==> config.mk <==
export PLATFORM = sky130hd
export DESIGN_NAME = div_unit
export DESIGN_NICKNAME = d
export VERILOG_FILES = /design/src/rtl/div_unit.sv
export SDC_FILE = /design/constraint.sdc
export NUM_CORES = 1
export LEC_CHECK = 0
export ABC_AREA = 1
export BUFFER_PORTS_ARGS = -buffer_cell sky130_fd_sc_hd__buf_2
export CORE_ASPECT_RATIO = 1.1
export CORE_MARGIN = 2
export CORE_UTILIZATION = 40
export DETAILED_ROUTE_END_ITERATION = 6
export PLACE_DENSITY_LB_ADDON = 0.3
export SYNTH_ARGS = -nofsm -noshare
export SYNTH_HDL_FRONTEND = slang
export SYNTH_SLANG_ARGS = --single-unit
==> constraint.sdc <==
create_clock -name clk -period 4 [get_ports clk]
set_clock_uncertainty 0.1 [all_clocks]
set_input_delay 0.8 -clock clk [delete_from_list [all_inputs] [get_ports clk]]
set_output_delay 0.8 -clock clk [all_outputs]
set_load 0.005 [all_outputs]
==> src/rtl/div_unit.sv <==
// div_unit: multi-cycle 32-bit radix-2 restoring divider for DIV/DIVU.
// Produces one quotient bit per clock. Division by zero takes a short path
// that returns zero. result_o = {remainder, quotient}. Both outputs are registered.
// Build option: define DIV_SIGNED_EN to enable signed (DIV) operation.
// Without it, signed_div_i is ignored and every divide is unsigned.
module div_unit (
    input  logic        clk,
    input  logic        rst,
    input  logic        signed_div_i,
    input  logic [31:0] opdata1_i,
    input  logic [31:0] opdata2_i,
    input  logic        start_i,
    input  logic        annul_i,
    output logic [63:0] result_o,
    output logic        ready_o
);

    typedef enum logic [1:0] {
        ST_FREE    = 2'd0,
        ST_BY_ZERO = 2'd1,
        ST_ON      = 2'd2,
        ST_END     = 2'd3
    } state_t;

    state_t      state_q, state_d;
    logic [5:0]  cnt_q, cnt_d;
    logic [64:0] work_q, work_d;
    logic [31:0] divisor_q, divisor_d;
    logic [63:0] result_q, result_d;
    logic        ready_q, ready_d;

    logic [31:0] abs_a_s;
    logic [31:0] abs_b_s;
    logic [32:0] diff_s;
    logic [64:0] next_work_s;
    logic [31:0] quot_s;
    logic [31:0] rem_s;

`ifdef DIV_SIGNED_EN
    logic        neg_quot_q, neg_quot_d;
    logic        neg_rem_q, neg_rem_d;
    logic        sgn_s;

    // Two's-complement magnitude, applied only to negative operands in signed mode
    function automatic logic [31:0] abs32(input logic [31:0] v, input logic en);
        abs32 = (en && v[31]) ? (~v + 32'd1) : v;
    endfunction

    // Conditional two's-complement negation used for the sign fixup
    function automatic logic [31:0] neg32(input logic [31:0] v, input logic en);
        neg32 = en ? (~v + 32'd1) : v;
    endfunction

    assign sgn_s   = signed_div_i;
    assign abs_a_s = abs32(opdata1_i, sgn_s);
    assign abs_b_s = abs32(opdata2_i, sgn_s);
    assign quot_s  = neg32(next_work_s[31:0], neg_quot_q);
    assign rem_s   = neg32(next_work_s[64:33], neg_rem_q);
`else
    // Signed mode is not built, so the mode input is intentionally left without a load
    logic        sign_unused_s;

    assign sign_unused_s = signed_div_i;
    assign abs_a_s       = opdata1_i;
    assign abs_b_s       = opdata2_i;
    assign quot_s        = next_work_s[31:0];
    assign rem_s         = next_work_s[64:33];
`endif

    // One restoring step: trial-subtract the divisor from the partial remainder
    always_comb begin
        diff_s = work_q[64:32] - {1'b0, divisor_q};
        if (diff_s[32]) begin
            next_work_s = {work_q[63:0], 1'b0};
        end else begin
            next_work_s = {diff_s[31:0], work_q[31:0], 1'b1};
        end
    end

    // Next-state, operand-latch and registered-output logic of the divider FSM
    always_comb begin
        state_d   = state_q;
        cnt_d     = cnt_q;
        work_d    = work_q;
        divisor_d = divisor_q;
        result_d  = result_q;
        ready_d   = ready_q;
`ifdef DIV_SIGNED_EN
        neg_quot_d = neg_quot_q;
        neg_rem_d  = neg_rem_q;
`endif
        case (state_q)
            ST_FREE: begin
                result_d = 64'd0;
                ready_d  = 1'b0;
                if (start_i && !annul_i) begin
                    if (opdata2_i == 32'd0) begin
                        state_d = ST_BY_ZERO;
                    end else begin
                        state_d   = ST_ON;
                        cnt_d     = 6'd0;
                        work_d    = {32'd0, abs_a_s, 1'b0};
                        divisor_d = abs_b_s;
`ifdef DIV_SIGNED_EN
                        neg_quot_d = sgn_s & (opdata1_i[31] ^ opdata2_i[31]);
                        neg_rem_d  = sgn_s & opdata1_i[31];
`endif
                    end
                end else begin
                    state_d = ST_FREE;
                end
            end
            ST_BY_ZERO: begin
                // A flush also cancels the zero-divisor shortcut
                if (annul_i) begin
                    state_d  = ST_FREE;
                    result_d = 64'd0;
                    ready_d  = 1'b0;
                end else begin
                    state_d  = ST_END;
                    result_d = 64'd0;
                    ready_d  = 1'b1;
                end
            end
            ST_ON: begin
                if (annul_i) begin
                    state_d  = ST_FREE;
                    cnt_d    = 6'd0;
                    result_d = 64'd0;
                    ready_d  = 1'b0;
                end else begin
                    work_d = next_work_s;
                    cnt_d  = cnt_q + 6'd1;
                    if (cnt_q == 6'd31) begin
                        state_d  = ST_END;
                        result_d = {rem_s, quot_s};
                        ready_d  = 1'b1;
                    end else begin
                        state_d = ST_ON;
                    end
                end
            end
            ST_END: begin
                if (annul_i || !start_i) begin
                    state_d  = ST_FREE;
                    result_d = 64'd0;
                    ready_d  = 1'b0;
                end else begin
                    state_d = ST_END;
                end
            end
            default: begin
                state_d  = ST_FREE;
                cnt_d    = 6'd0;
                result_d = 64'd0;
                ready_d  = 1'b0;
            end
        endcase
    end

    // State, datapath and output registers with synchronous reset
    always_ff @(posedge clk) begin
        if (rst) begin
            state_q   <= ST_FREE;
            cnt_q     <= 6'd0;
            work_q    <= 65'd0;
            divisor_q <= 32'd0;
            result_q  <= 64'd0;
            ready_q   <= 1'b0;
`ifdef DIV_SIGNED_EN
            neg_quot_q <= 1'b0;
            neg_rem_q  <= 1'b0;
`endif
        end else begin
            state_q   <= state_d;
            cnt_q     <= cnt_d;
            work_q    <= work_d;
            divisor_q <= divisor_d;
            result_q  <= result_d;
            ready_q   <= ready_d;
`ifdef DIV_SIGNED_EN
            neg_quot_q <= neg_quot_d;
            neg_rem_q  <= neg_rem_d;
`endif
        end
    end

    assign result_o = result_q;
    assign ready_o  = ready_q;

endmodule

# Word level (Yosys, flattened, before mapping)
# Index checks and enable logic that the tools add are counted.
[totals]
regBits = 170
inputBits = 69
[op_classes]
n_addsub = 2
eq_ne = 9
n_mux = 25
n_bitwise = 1
reduce_logical = 12
[op_table]
columns = ["operator", "n"]
rows = [
  ["2-to-1 mux 65 bit", 4],
  ["2-to-1 mux 64 bit", 3],
  ["case mux 64 bit (3 select lines)", 1],
  ["case mux 65 bit (2 select lines)", 1],
  ["subtractor 33 x 32 -> 33 bit", 1],
  ["zero test 32 bit", 1],
  ["2-to-1 mux 6 bit", 3],
  ["case mux 6 bit (2 select lines)", 1],
  ["2-to-1 mux 2 bit", 5],
  ["!= test 2 bit, second input constant", 4],
  ["case mux 2 bit (4 select lines)", 1],
  ["adder 6 x 1 -> 6 bit, second input constant", 1],
  ["== test 6 x 5 -> 1 bit, second input constant", 1],
  ["AND reduction 3 bit", 2],
  ["2-to-1 mux 1 bit", 5],
  ["== test 2 bit, second input constant", 2],
  ["case mux 1 bit (4 select lines)", 1],
  ["AND reduction 4 bit", 1],
  ["!= test 3 bit, second input constant", 1],
  ["== test 2 x 1 -> 1 bit, second input constant", 1],
  ["zero test 1 bit", 2],
  ["zero test 2 bit", 1],
  ["AND reduction 2 bit", 1],
  ["nonzero test 2 bit", 1],
  ["other kinds (4)", 4],
]

# Logic depth before layout (Yosys ltp)
# Gate-level depths: netlist of run 1.
[logic_depth]
word_depth = 5
ltp_mapped = 18

# Worst setup path before layout of run 1
# Ideal clock, no wire load.
[synth_path]
path_type = "reg-to-reg"
from = "reg work_q[32]"
to = "reg work_q[40]"
setup_ns = 0.140
arrival_time_ns = 2.107
setup_slack_ns = 1.652
path_stages_with_launch = 19
n_path_buf = 1
period_less_slack_ns = 2.348
path_cell_list = "dfxtp_1 > inv_1 > ha_1 > fa_1 > inv_1 > nand2_1 > nand2_1 > nand3_1 > nand2_2 > nand2_2 > nand2_4 > nand2_4 > nand2_4 > nand2_8 > nand2_8 > buf_12 > nand2_4 > nand3_1 > a21oi_2"
[synth_via]
elab_chain_cells = 4
[synth_rtl]
columns = ["element", "line_no", "rtl"]
rows = [
  ["from (decl)", "27", "logic [64:0] work_q, work_d;"],
  ["from (signal assigned)", "177", "work_q <= work_d;"],
  ["subtractor 33 x 32 -> 33 bit", "72", "diff_s = work_q[64:32] - {1'b0, divisor_q};"],
  ["2-to-1 mux 65 bit", "73", "if (diff_s[32]) begin"],
  ["2-to-1 mux 65 bit", "126", "if (annul_i) begin"],
  ["case mux 65 bit (2 select lines)", "92", "case (state_q)"],
]
# Every way passes these cells. The select of a mux whose other input is x is not followed.
# A chain may end at the register's enable or synchronous reset.

# Final worst setup path of run 1
[layout_path]
from = "reg work_q[32]"
to = "reg work_q[64]"
# Same word-level chain as after synthesis.

==> metrics.cfg, run 1 <==
[setup_path]
end_kind=flip-flop
critPathBufInv=2
crit_family=simple AND/OR/NAND/NOR gates
crit_chain=inv_1, ha_1, fa_1, inv_1, nand2_1, nand2_1, nand3_1, nand2_2, nand2_2, nand2_4, nand2_4, nand3_4, nand2_8, nand2_1, nand3_1, a21oi_1
cp_max_fo=34
crit_cells=16
reg2regPathDepth=16
crit_path_start_kind=flip-flop
critical_path_required_ns=4.26
slowest_delay_ns=0.41
arrival_ns=3.44
r2r_slack_ns=0.82
critPathKind=reg -> reg
r2r_end=work_q[64]$_SDFFE_PP0P_
rr_startpoint=work_q[32]$_SDFFE_PP0P_
cp_common_cell=nand2_1
critPathSlowestCell=fa_1

[timing]
worst_pin_slew_ns=1.069
rsz0062_at_grt=false
fin_tns_setup_ns=0
slew_violations=0
setup_violations=0
final-hold-violation-count=0
slew_headroom=0.2871
period_minus_slack_ns=3.181
fmax_ghz=0.3143
fin_crit_sh=0.7953

[synth]
synthFlopType=dfxtp_1
syn_nets=1667
ys_ff_latch=170
synth-edff-count=0
synth.top_cells.by_count=nand2_1, inv_1, dfxtp_1, a21oi_1, nand3_1
yosysTopAreaCellShare=0.3304
synth_cell_types=36
yosys-top-cells-area=dfxtp_1, nand2_1, a21oi_1
synthArstFlopShare=0
synth_most_common_cell=nand2_1
netlist_instances=1560
yosysWarnings=0
syn-cell-area_mm2=0.01030
yosysTopAreaCell=dfxtp_1
seq_area_frac_synth=0.3304
syn_avg_cell_area_um2=6.603

[power_and_ir_drop]
p_sw_frac=0.3242
p_switching_w=0.001346
p_comb_frac=0.157
p_int_w=0.002806
pwr-share-clk=0.418
leakagePower_nw=5.816
power_frac_seq=0.425
peakVddDrop_uv=256.9
powerDensity_mw_per_mm2=352.3

[global_route]
grt_pass1_vias=8962
grt.overflow.total=0
grt_max_degree=87
grt_pass1_wl_um=43450
grt_antenna_before_repair=2
track_usage=0.1999

[worst_hold_path]
hold_end=divisor_q[0]$_SDFFE_PP0P_
min_path_cells=2
min_path_type=reg -> reg
holdCritStartpoint=divisor_q[0]$_SDFFE_PP0P_

[clock_network]
max-clock-path-buffers=2
cts_setup_buffers=0
clk_latency_ns=0.44
cts_tree=done
clk_pin_slew_worst_paths_ns=0.08
cts.sinks=170
cts_resized=0
cts-hold-fix-buffers=0
htreeDepth=4
cts_buffers=17
root_buffer=clkbuf_16

[die]
die_area_mm2=0.02705
die_y_um=172.3
die_w_um=157.0
core_mm2=0.02526
start_util=0.4078
ios=134
placement_rows=61

[outcome]
status=complete, no violations

[drt]
remaining_drc_errors=0
drt-initial-drc-count=619
dr_total_vias=9709
wl_um=26750
firstDrtPassIters=5
drtAntennaViolNets=0
via_per_inst=4.826
wire_per_inst_um=13.29

[final_layout]
fillCellCount=2730
nets=1760
area_growth_pct=14.39
multi_input_area_mm2=0.005779
final_util=0.4664
antenna_cells=0
regArea_mm2=0.003403
drive_gt1_frac=0.1777

[placement]
io_buffers=132
dp_hpwl_um=19810
gp_congestion=0.9174

[job]
max_cap_violations=0

-- flip-flops by register name, summed over array words and instances, names as in the netlist --
signal	count
cnt_q	6
result_o	64
work_q	65
divisor_q	32
ready_o	1
state_q	2
-- cell usage in the layout (no fill, tap or decap), types with 27 or more instances in the layout --
| master | n |
|---|---|
| a21oi_1 | 168 |
| a21oi_2 | 28 |
| buf_2 | 131 |
| dfxtp_1 | 170 |
| ha_1 | 37 |
| inv_1 | 187 |
| nand2_1 | 552 |
| nand2_4 | 31 |
| nand3_1 | 105 |
| nand3_2 | 27 |
| nor2_1 | 61 |
| o21ai_0 | 37 |
-- power by group through the flow --
stage / Combinational (W) / Clock (W) / Sequential (W)
CTS: 0.000655 / 0.00177 / 0.00177
floorplan: 0.000485 / 0 / 0.00180
detailed placement: 0.000649 / 0 / 0.00181
global route: 0.000736 / 0.00185 / 0.00177
finish: 0.000650 / 0.00173 / 0.00177
global placement: 0.000645 / 0 / 0.00180
-- worst max path at each step --
stage | startpoint | endpoint | slack (ns)
floorplan | work_q[32]$_SDFFE_PP0P_ | work_q[40]$_SDFFE_PP0P_ | 1.65
global placement | work_q[32]$_SDFFE_PP0P_ | result_o[63]$_SDFFE_PP0P_ | 0.82
detailed placement | work_q[32]$_SDFFE_PP0P_ | result_o[63]$_SDFFE_PP0P_ | 0.78
CTS | work_q[32]$_SDFFE_PP0P_ | result_o[63]$_SDFFE_PP0P_ | 0.76
global route | work_q[32]$_SDFFE_PP0P_ | work_q[64]$_SDFFE_PP0P_ | 0.46
finish | work_q[32]$_SDFFE_PP0P_ | work_q[64]$_SDFFE_PP0P_ | 0.82
-- cells by family (layout without fill, tap and decap cells) --
group / after synthesis / in the layout / synth area share
xor gates and xnor gates: 17 / 17 / 0.01445
adders and majority gates: 38 / 38 / 0.04688
DFF: 170 / 170 / 0.3304
buffers and inverters: 270 / 376 / 0.1102
and+or+nand+nor: 822 / 822 / 0.3644
AOI/OAI and AO/OA: 243 / 243 / 0.1337
-- layer usage --
layer	GRT usage	part of all wire
met4	0.06482	0.018
met3	0.03333	0.040
met5	0	0.00071
met2	0.3448	0.48
met1	0.2542	0.47
-- per-stage QoR --
step	power, W	cell area [um^2]	instances	hold slack, ns	setup WS, ns
after floorplan	0.002284	10300	1560	0.3268	1.652
after global placement	0.002449	11150	1980	0.3387	0.8162
after detailed placement	0.002455	11150	1980	0.3442	0.7794
after CTS	0.004188	11780	2012	0.3564	0.7568
after global routing	0.004354	11780	2012	0.3782	0.4649
final	0.004151	11780	2012	0.3540	0.8188
-- tightest hold or removal path, cell delays in order (launching register included) --
cell and delay (ns):
dfxtp_1 0.32, inv_1 0.05, a21oi_1 0.05
-- final cells by class --
cell class | instances | share of cell area
timing repair buffer | 142 | 0.06583
inverter | 202 | 0.06434
sequential | 170 | 0.2888
tap | 346 | 0.03674
clock inverter | 15 | 0.01773
clock buffer | 17 | 0.03610
multi-input combinational | 1120 | 0.4904
Note: power is estimated with default switching activity, not from simulation.
==> inputs of run 2 (changes only) <==
- ABC_AREA: 1 -> 0
- clock period: 4 -> 3.03 ns (I/O delays scaled with it)
==> run 2 against run 1 <==
First-iteration DRC count shrank 45%. Sequential power increased by 36%. Setup slack worse by 0.77 ns. Total power up 61%. Combinational power rose to 2.7 times the previous value. Synthesized area down 18%. Critical endpoint is now result_o[57]$_SDFFE_PP0P_. Utilization is 5.8 points higher.
==> metrics.cfg, run 2 <==
[clock_network]
cts_tree=done
max-clock-path-buffers=2
clk_pin_slew_worst_paths_ns=0.07
cts-hold-fix-buffers=0
cts_buffers=17
cts.sinks=170
root_buffer=clkbuf_16
htreeDepth=4
clk_latency_ns=0.44

[global_route]
track_usage=0.1991
grt_max_degree=66
grt_pass1_vias=7288
grt.overflow.total=0
grt_pass1_wl_um=35890
grt_antenna_before_repair=4

[worst_hold_path]
min_path_type=in -> reg

[die]
ios=134
die_y_um=156.1
core_mm2=0.02058
placement_rows=55
die_area_mm2=0.02222
start_util=0.4090
die_w_um=142.3

[final_layout]
fin_cells=1390
final_common_cell=dfxtp_1
top_register=work_q
area_growth_pct=28.16
final_util=0.5242
nets=1226
drive_gt1_frac=0.2580
final_cell_mix=dfxtp_1, buf_2, nor2_1, nand2_1, mux2i_1
largest_reg_flops=65

[synth]
synthFlopType=dfxtp_1
syn-cell-area_mm2=0.008416
yosys-top-cells-area=dfxtp_1, mux2i_1, nor2_1
syn_nets=1069
yosysTopAreaCellShare=0.4044
seq_area_frac_synth=0.4044
synthArstFlopShare=0
yosysTopAreaCell=dfxtp_1
ys_ff_latch=170
syn_avg_cell_area_um2=8.748
synth.top_cells.by_count=dfxtp_1, nor2_1, mux2i_1, nand2_1, o21ai_0
synth_most_common_cell=dfxtp_1
netlist_instances=962
yosysWarnings=0
synth-edff-count=0
synth_cell_types=59

[drt]
drtAntennaViolNets=0
dr_total_vias=7411
firstDrtPassIters=5
remaining_drc_errors=0
wire_per_inst_um=15.96
wl_um=22190
drt-initial-drc-count=338
via_per_inst=5.332

[timing]
rsz0062_at_grt=true
period_minus_slack_ns=2.984
fmax_ghz=0.3351
slew_headroom=0.5532
final-hold-violation-count=0
fin_tns_setup_ns=0
worst_pin_slew_ns=0.6678
setup_violations=0
layout_setup_ws_ns=0.04579
slew_violations=0
fin_crit_sh=0.9849

[setup_path]
cp_common_cell=buf_6
critPathSlowestCell=fa_2
cp_max_fo=5
arrival_ns=3.21
crit_path_start_kind=flip-flop
endpoint=result_o[57]$_SDFFE_PP0P_
crit_chain=inv_2, ha_4, fa_2, nand2b_4, a21oi_2, o21a_1, o21ai_2, a31oi_4, buf_6, o311ai_4, nor2_4, buf_6, buf_12, mux2i_4, o21ai_1
critPathKind=reg -> reg
r2r_slack_ns=0.05
rr_startpoint=work_q[32]$_SDFFE_PP0P_
r2r_end=result_o[57]$_SDFFE_PP0P_
end_kind=flip-flop
startpoint=work_q[32]$_SDFFE_PP0P_
slowest_delay_ns=0.34
reg2regPathDepth=15
critical_path_required_ns=3.25

[job]
max_cap_violations=0

[power_and_ir_drop]
powerDensity_mw_per_mm2=618.0
leakagePower_nw=4.633
peakVddDrop_uv=432.6

[placement]
io_buffers=132
gp_congestion=0.8937
dp_hpwl_um=15490
place_ws_ns=-0.1482
placed_cells=1342

[outcome]
status=complete, no violations

## run 2: cell count changes after synthesis, moves of 63 or more
cell,change
nand2_1,-471
inv_1,-147
a21oi_1,-132
mux2i_1,+97
nand3_1,-94
nor2_1,+63
## run 2: kinds of logic (layout without fill, tap and decap cells)
kind of cell             Yosys count  count (layout)  synth area share
flip-flops                       170             170            0.4044
adder cells (fa/ha/maj)           38              38           0.05739
XOR/XNOR                          31              31           0.03226
AO/OA/AOI/OAI                    240             240            0.1882
AND/OR/NAND/NOR                  285             285            0.1493
buffers and inverters             98             268           0.04876
multiplexers                     100             100            0.1197
other                              0               2                 0
## run 2: final cells by class
cell class	instances	area (um^2)
Tap cell	256	320.3
Fill cell	1886	9791
Multi-Input combinational cell	694	4959
Inverter	41	153.9
Antenna cell	2	5.005
Sequential cell	170	3407
Clock inverter	14	230.2
Clock buffer	18	439.2
Timing Repair Buffer	195	1271
## run 2: how the worst min path moves through the flow
stage | startpoint | endpoint | slack [ns] | cells after the start
global route | opdata2_i[26] | divisor_q[26]$_SDFFE_PP0P_ | 0.32 | 3
detailed placement | result_o[43]$_SDFFE_PP0P_ | result_o[43]$_SDFFE_PP0P_ | 0.34 | 2
floorplan | work_q[51]$_SDFFE_PP0P_ | work_q[51]$_SDFFE_PP0P_ | 0.34 | 2
CTS | opdata2_i[26] | divisor_q[26]$_SDFFE_PP0P_ | 0.31 | 3
global placement | result_o[42]$_SDFFE_PP0P_ | result_o[42]$_SDFFE_PP0P_ | 0.34 | 2
finish | opdata2_i[16] | divisor_q[16]$_SDFFE_PP0P_ | 0.32 | 3
## run 2: critical path, delay by kind of cell (launching register included)
family / cells / cell delay, ns
multiplexers: 1 / 0.24
AND/OR/NAND/NOR: 2 / 0.37
flip-flops: 1 / 0.33
buffers and inverters: 4 / 0.50
AO/OA/AOI/OAI: 6 / 0.82
adder cells (fa/ha/maj): 2 / 0.50
## run 2: per-stage QoR
step / hold WS [ns] / instance area (um^2) / power [W]
2_1_floorplan: 0.3444 / 8416 / 0.003506
3_3_place_gp: 0.3379 / 9587 / 0.003897
3_5_place_dp: 0.3371 / 9587 / 0.003911
4_1_cts: 0.3136 / 10410 / 0.006495
5_1_grt: 0.3193 / 10780 / 0.006988
6_report: 0.3219 / 10790 / 0.006665
## run 2: timing repair
action	CTS	global route
hold endpoints to repair	0	0
pin swaps	7	8
resized for setup	18	78
gates cloned	1	1
buffers inserted	7	7
endpoints found under the setup margin	62	66
## run 2: power by group
group / total (W) / leakage [nW] / switching (W) / internal [W]
Sequential: 0.00241 / 1.38 / 0.0000746 / 0.00234
Combinational: 0.00178 / 2.93 / 0.000912 / 0.000869
Clock: 0.00247 / 0.324 / 0.000964 / 0.00151
## run 2: layer usage
metal | up-vias | track usage | wire (um)
met4 | 4 | 0.07355 | 512
met2 | 159 | 0.3310 | 10480
li1 | 3728 | - | -
met1 | 3482 | 0.2432 | 9701
met5 | - | 0 | 27
met3 | 38 | 0.06047 | 1464
==> inputs of run 3 (changes only) <==
- ABC_AREA: 0 -> 1
==> run 3 against run 2 <==
Sequential power is 3% lower. Register-to-register slack better by 0.18 ns. Die area is 22% higher. Largest power group is now registers. First-iteration DRC count up 100%. Highest routed layer unchanged. Critical path type unchanged. Utilization decreased by 5.5 points. Total power shrank 17%. Largest cell class unchanged.
==> metrics.cfg, run 3 (synthesis gave the netlist of run 1 again) <==
[outcome]
status=complete, no violations

[timing]
rsz0062_at_grt=false
fin_tns_setup_ns=0
final-hold-violation-count=0
fin_crit_sh=0.9267
slew_violations=0
setup_violations=0
slew_headroom=0.3612
worst_pin_slew_ns=0.9572
fmax_ghz=0.3562
period_minus_slack_ns=2.808

[setup_path]
crit_path_start_kind=flip-flop
arrival_ns=3.01
cp_max_fo=17
reg2regPathDepth=17
slowest_delay_ns=0.42
rr_startpoint=work_q[32]$_SDFFE_PP0P_
critPathKind=reg -> reg
critical_path_required_ns=3.23
r2r_end=result_o[51]$_SDFFE_PP0P_
end_kind=flip-flop
cp_common_cell=nand2_4
crit_family=simple AND/OR/NAND/NOR gates
critPathSlowestCell=nand2_4
r2r_slack_ns=0.22
crit_chain=inv_1, ha_1, fa_1, inv_1, nand2_1, nand2_1, nand3_1, nand2_2, nand2_2, nand2_4, nand2_4, nand2_4, nand2_8, nand2_4, nand2_4, nand3_1, a21oi_1
critPathBufInv=2

[drt]
drtAntennaViolNets=0
drt-initial-drc-count=679
via_per_inst=4.830
wl_um=27190
wire_per_inst_um=13.46
remaining_drc_errors=0
firstDrtPassIters=5
dr_total_vias=9756

[die]
die_y_um=172.3
die_area_mm2=0.02705
core_mm2=0.02526
placement_rows=61
start_util=0.4078
ios=134
die_w_um=157.0

[final_layout]
largest_reg_flops=65
nets=1767
drive_gt1_frac=0.1811
final_common_cell=nand2_1
final_cell_mix=nand2_1, inv_1, dfxtp_1, a21oi_1, buf_2
area_growth_pct=15.16
fillCellCount=2654
final_util=0.4696
top_register=work_q
final_area_mm2=0.01186

[clock_network]
cts_buffers=17
max-clock-path-buffers=2
htreeDepth=4
cts-hold-fix-buffers=0
clk_pin_slew_worst_paths_ns=0.08
root_buffer=clkbuf_16
cts.sinks=170
cts_setup_buffers=0
cts_tree=done
clk_latency_ns=0.45

[placement]
dp_hpwl_um=19620
dpl-instance-area_mm2=0.01121
io_buffers=132
gp_congestion=0.9735

[job]
max_cap_violations=0

[global_route]
grt_antenna_before_repair=1
grt_busiest_layer=met2
grt.overflow.total=0
grt_pass1_vias=8961
gr-usage-met3=0.03258
track_usage=0.2024
grt_pass1_wl_um=44180
grt_max_degree=137
met1_usage=0.2651
gr-usage-met2=0.3419

[worst_hold_path]
min_path_cells=3
hold_end=divisor_q[0]$_SDFFE_PP0P_
holdCritStartpoint=opdata2_i[0]
min_path_type=in -> reg

[power_and_ir_drop]
powerDensity_mw_per_mm2=465.0
peakVddDrop_uv=319.3
leakagePower_nw=5.857

==> run 3: worst max-delay path by stage <==
| stage | startpoint | endpoint | slack [ns] | cells past startpoint |
|---|---|---|---|---|
| global route | work_q[32]$_SDFFE_PP0P_ | result_o[47]$_SDFFE_PP0P_ | 0.03 | 17 |
| CTS | work_q[32]$_SDFFE_PP0P_ | result_o[34]$_SDFFE_PP0P_ | 0.16 | 17 |
| detailed placement | opdata2_i[17] | work_q[46]$_SDFFE_PP0P_ | 0.19 | 12 |
| finish | work_q[32]$_SDFFE_PP0P_ | result_o[51]$_SDFFE_PP0P_ | 0.22 | 17 |
| global placement | opdata2_i[15] | work_q[49]$_SDFFE_PP0P_ | 0.20 | 12 |
| floorplan | work_q[32]$_SDFFE_PP0P_ | work_q[44]$_SDFFE_PP0P_ | 0.68 | 18 |
==> run 3: cell type report <==
class	count	area [um^2]	area share
Tap cell	346	432.9	0.03649
Multi-Input combinational cell	1121	5791	0.4881
Timing Repair Buffer	148	833.3	0.07025
Sequential cell	170	3403	0.2869
Clock inverter	15	216.5	0.01825
Clock buffer	17	425.4	0.03586
Antenna cell	1	2.502	0.0002109
Inverter	202	758.2	0.06392
==> run 3: report_power, final <==
group          total, W  switching, W  internal, W
Sequential      0.00233     0.0000336      0.00230
Combinational  0.000869      0.000601     0.000268
Clock           0.00232       0.00117      0.00115
Total           0.00552       0.00180      0.00372
==> run 3: routing by layer <==
layer	vias up	part of all wire
li1	5121	-
met5	-	0.00048
met1	4397	0.47
met2	201	0.47
met3	35	0.040
met4	2	0.021
==> run 3: per-stage QoR <==
stage	setup WS [ns]	hold slack [ns]	total power (W)	cells
final	0.2222	0.3537	0.005517	2020
after global routing	0.03044	0.3534	0.005788	2019
after CTS	0.1637	0.3343	0.005579	2018
after detailed placement	0.1855	0.3479	0.003246	1986
after global placement	0.2047	0.3399	0.003240	1986
after floorplan	0.6824	0.3268	0.003015	1560
==> run 3: worst register-to-register path: cells and delay by family (launching register included) <==
kind                     cells  cell delay, ns
buffers and inverters        2            0.18
adder cells (fa/ha/maj)      2            0.64
AND/OR/NAND/NOR             12            1.35
flip-flops                   1            0.34
AO/OA/AOI/OAI                1            0.07
==> run 3: timing repair <==
action,in CTS,in global routing
endpoints found under the setup margin,0,5
endpoints found under the hold margin,0,0
gates resized for setup,0,0
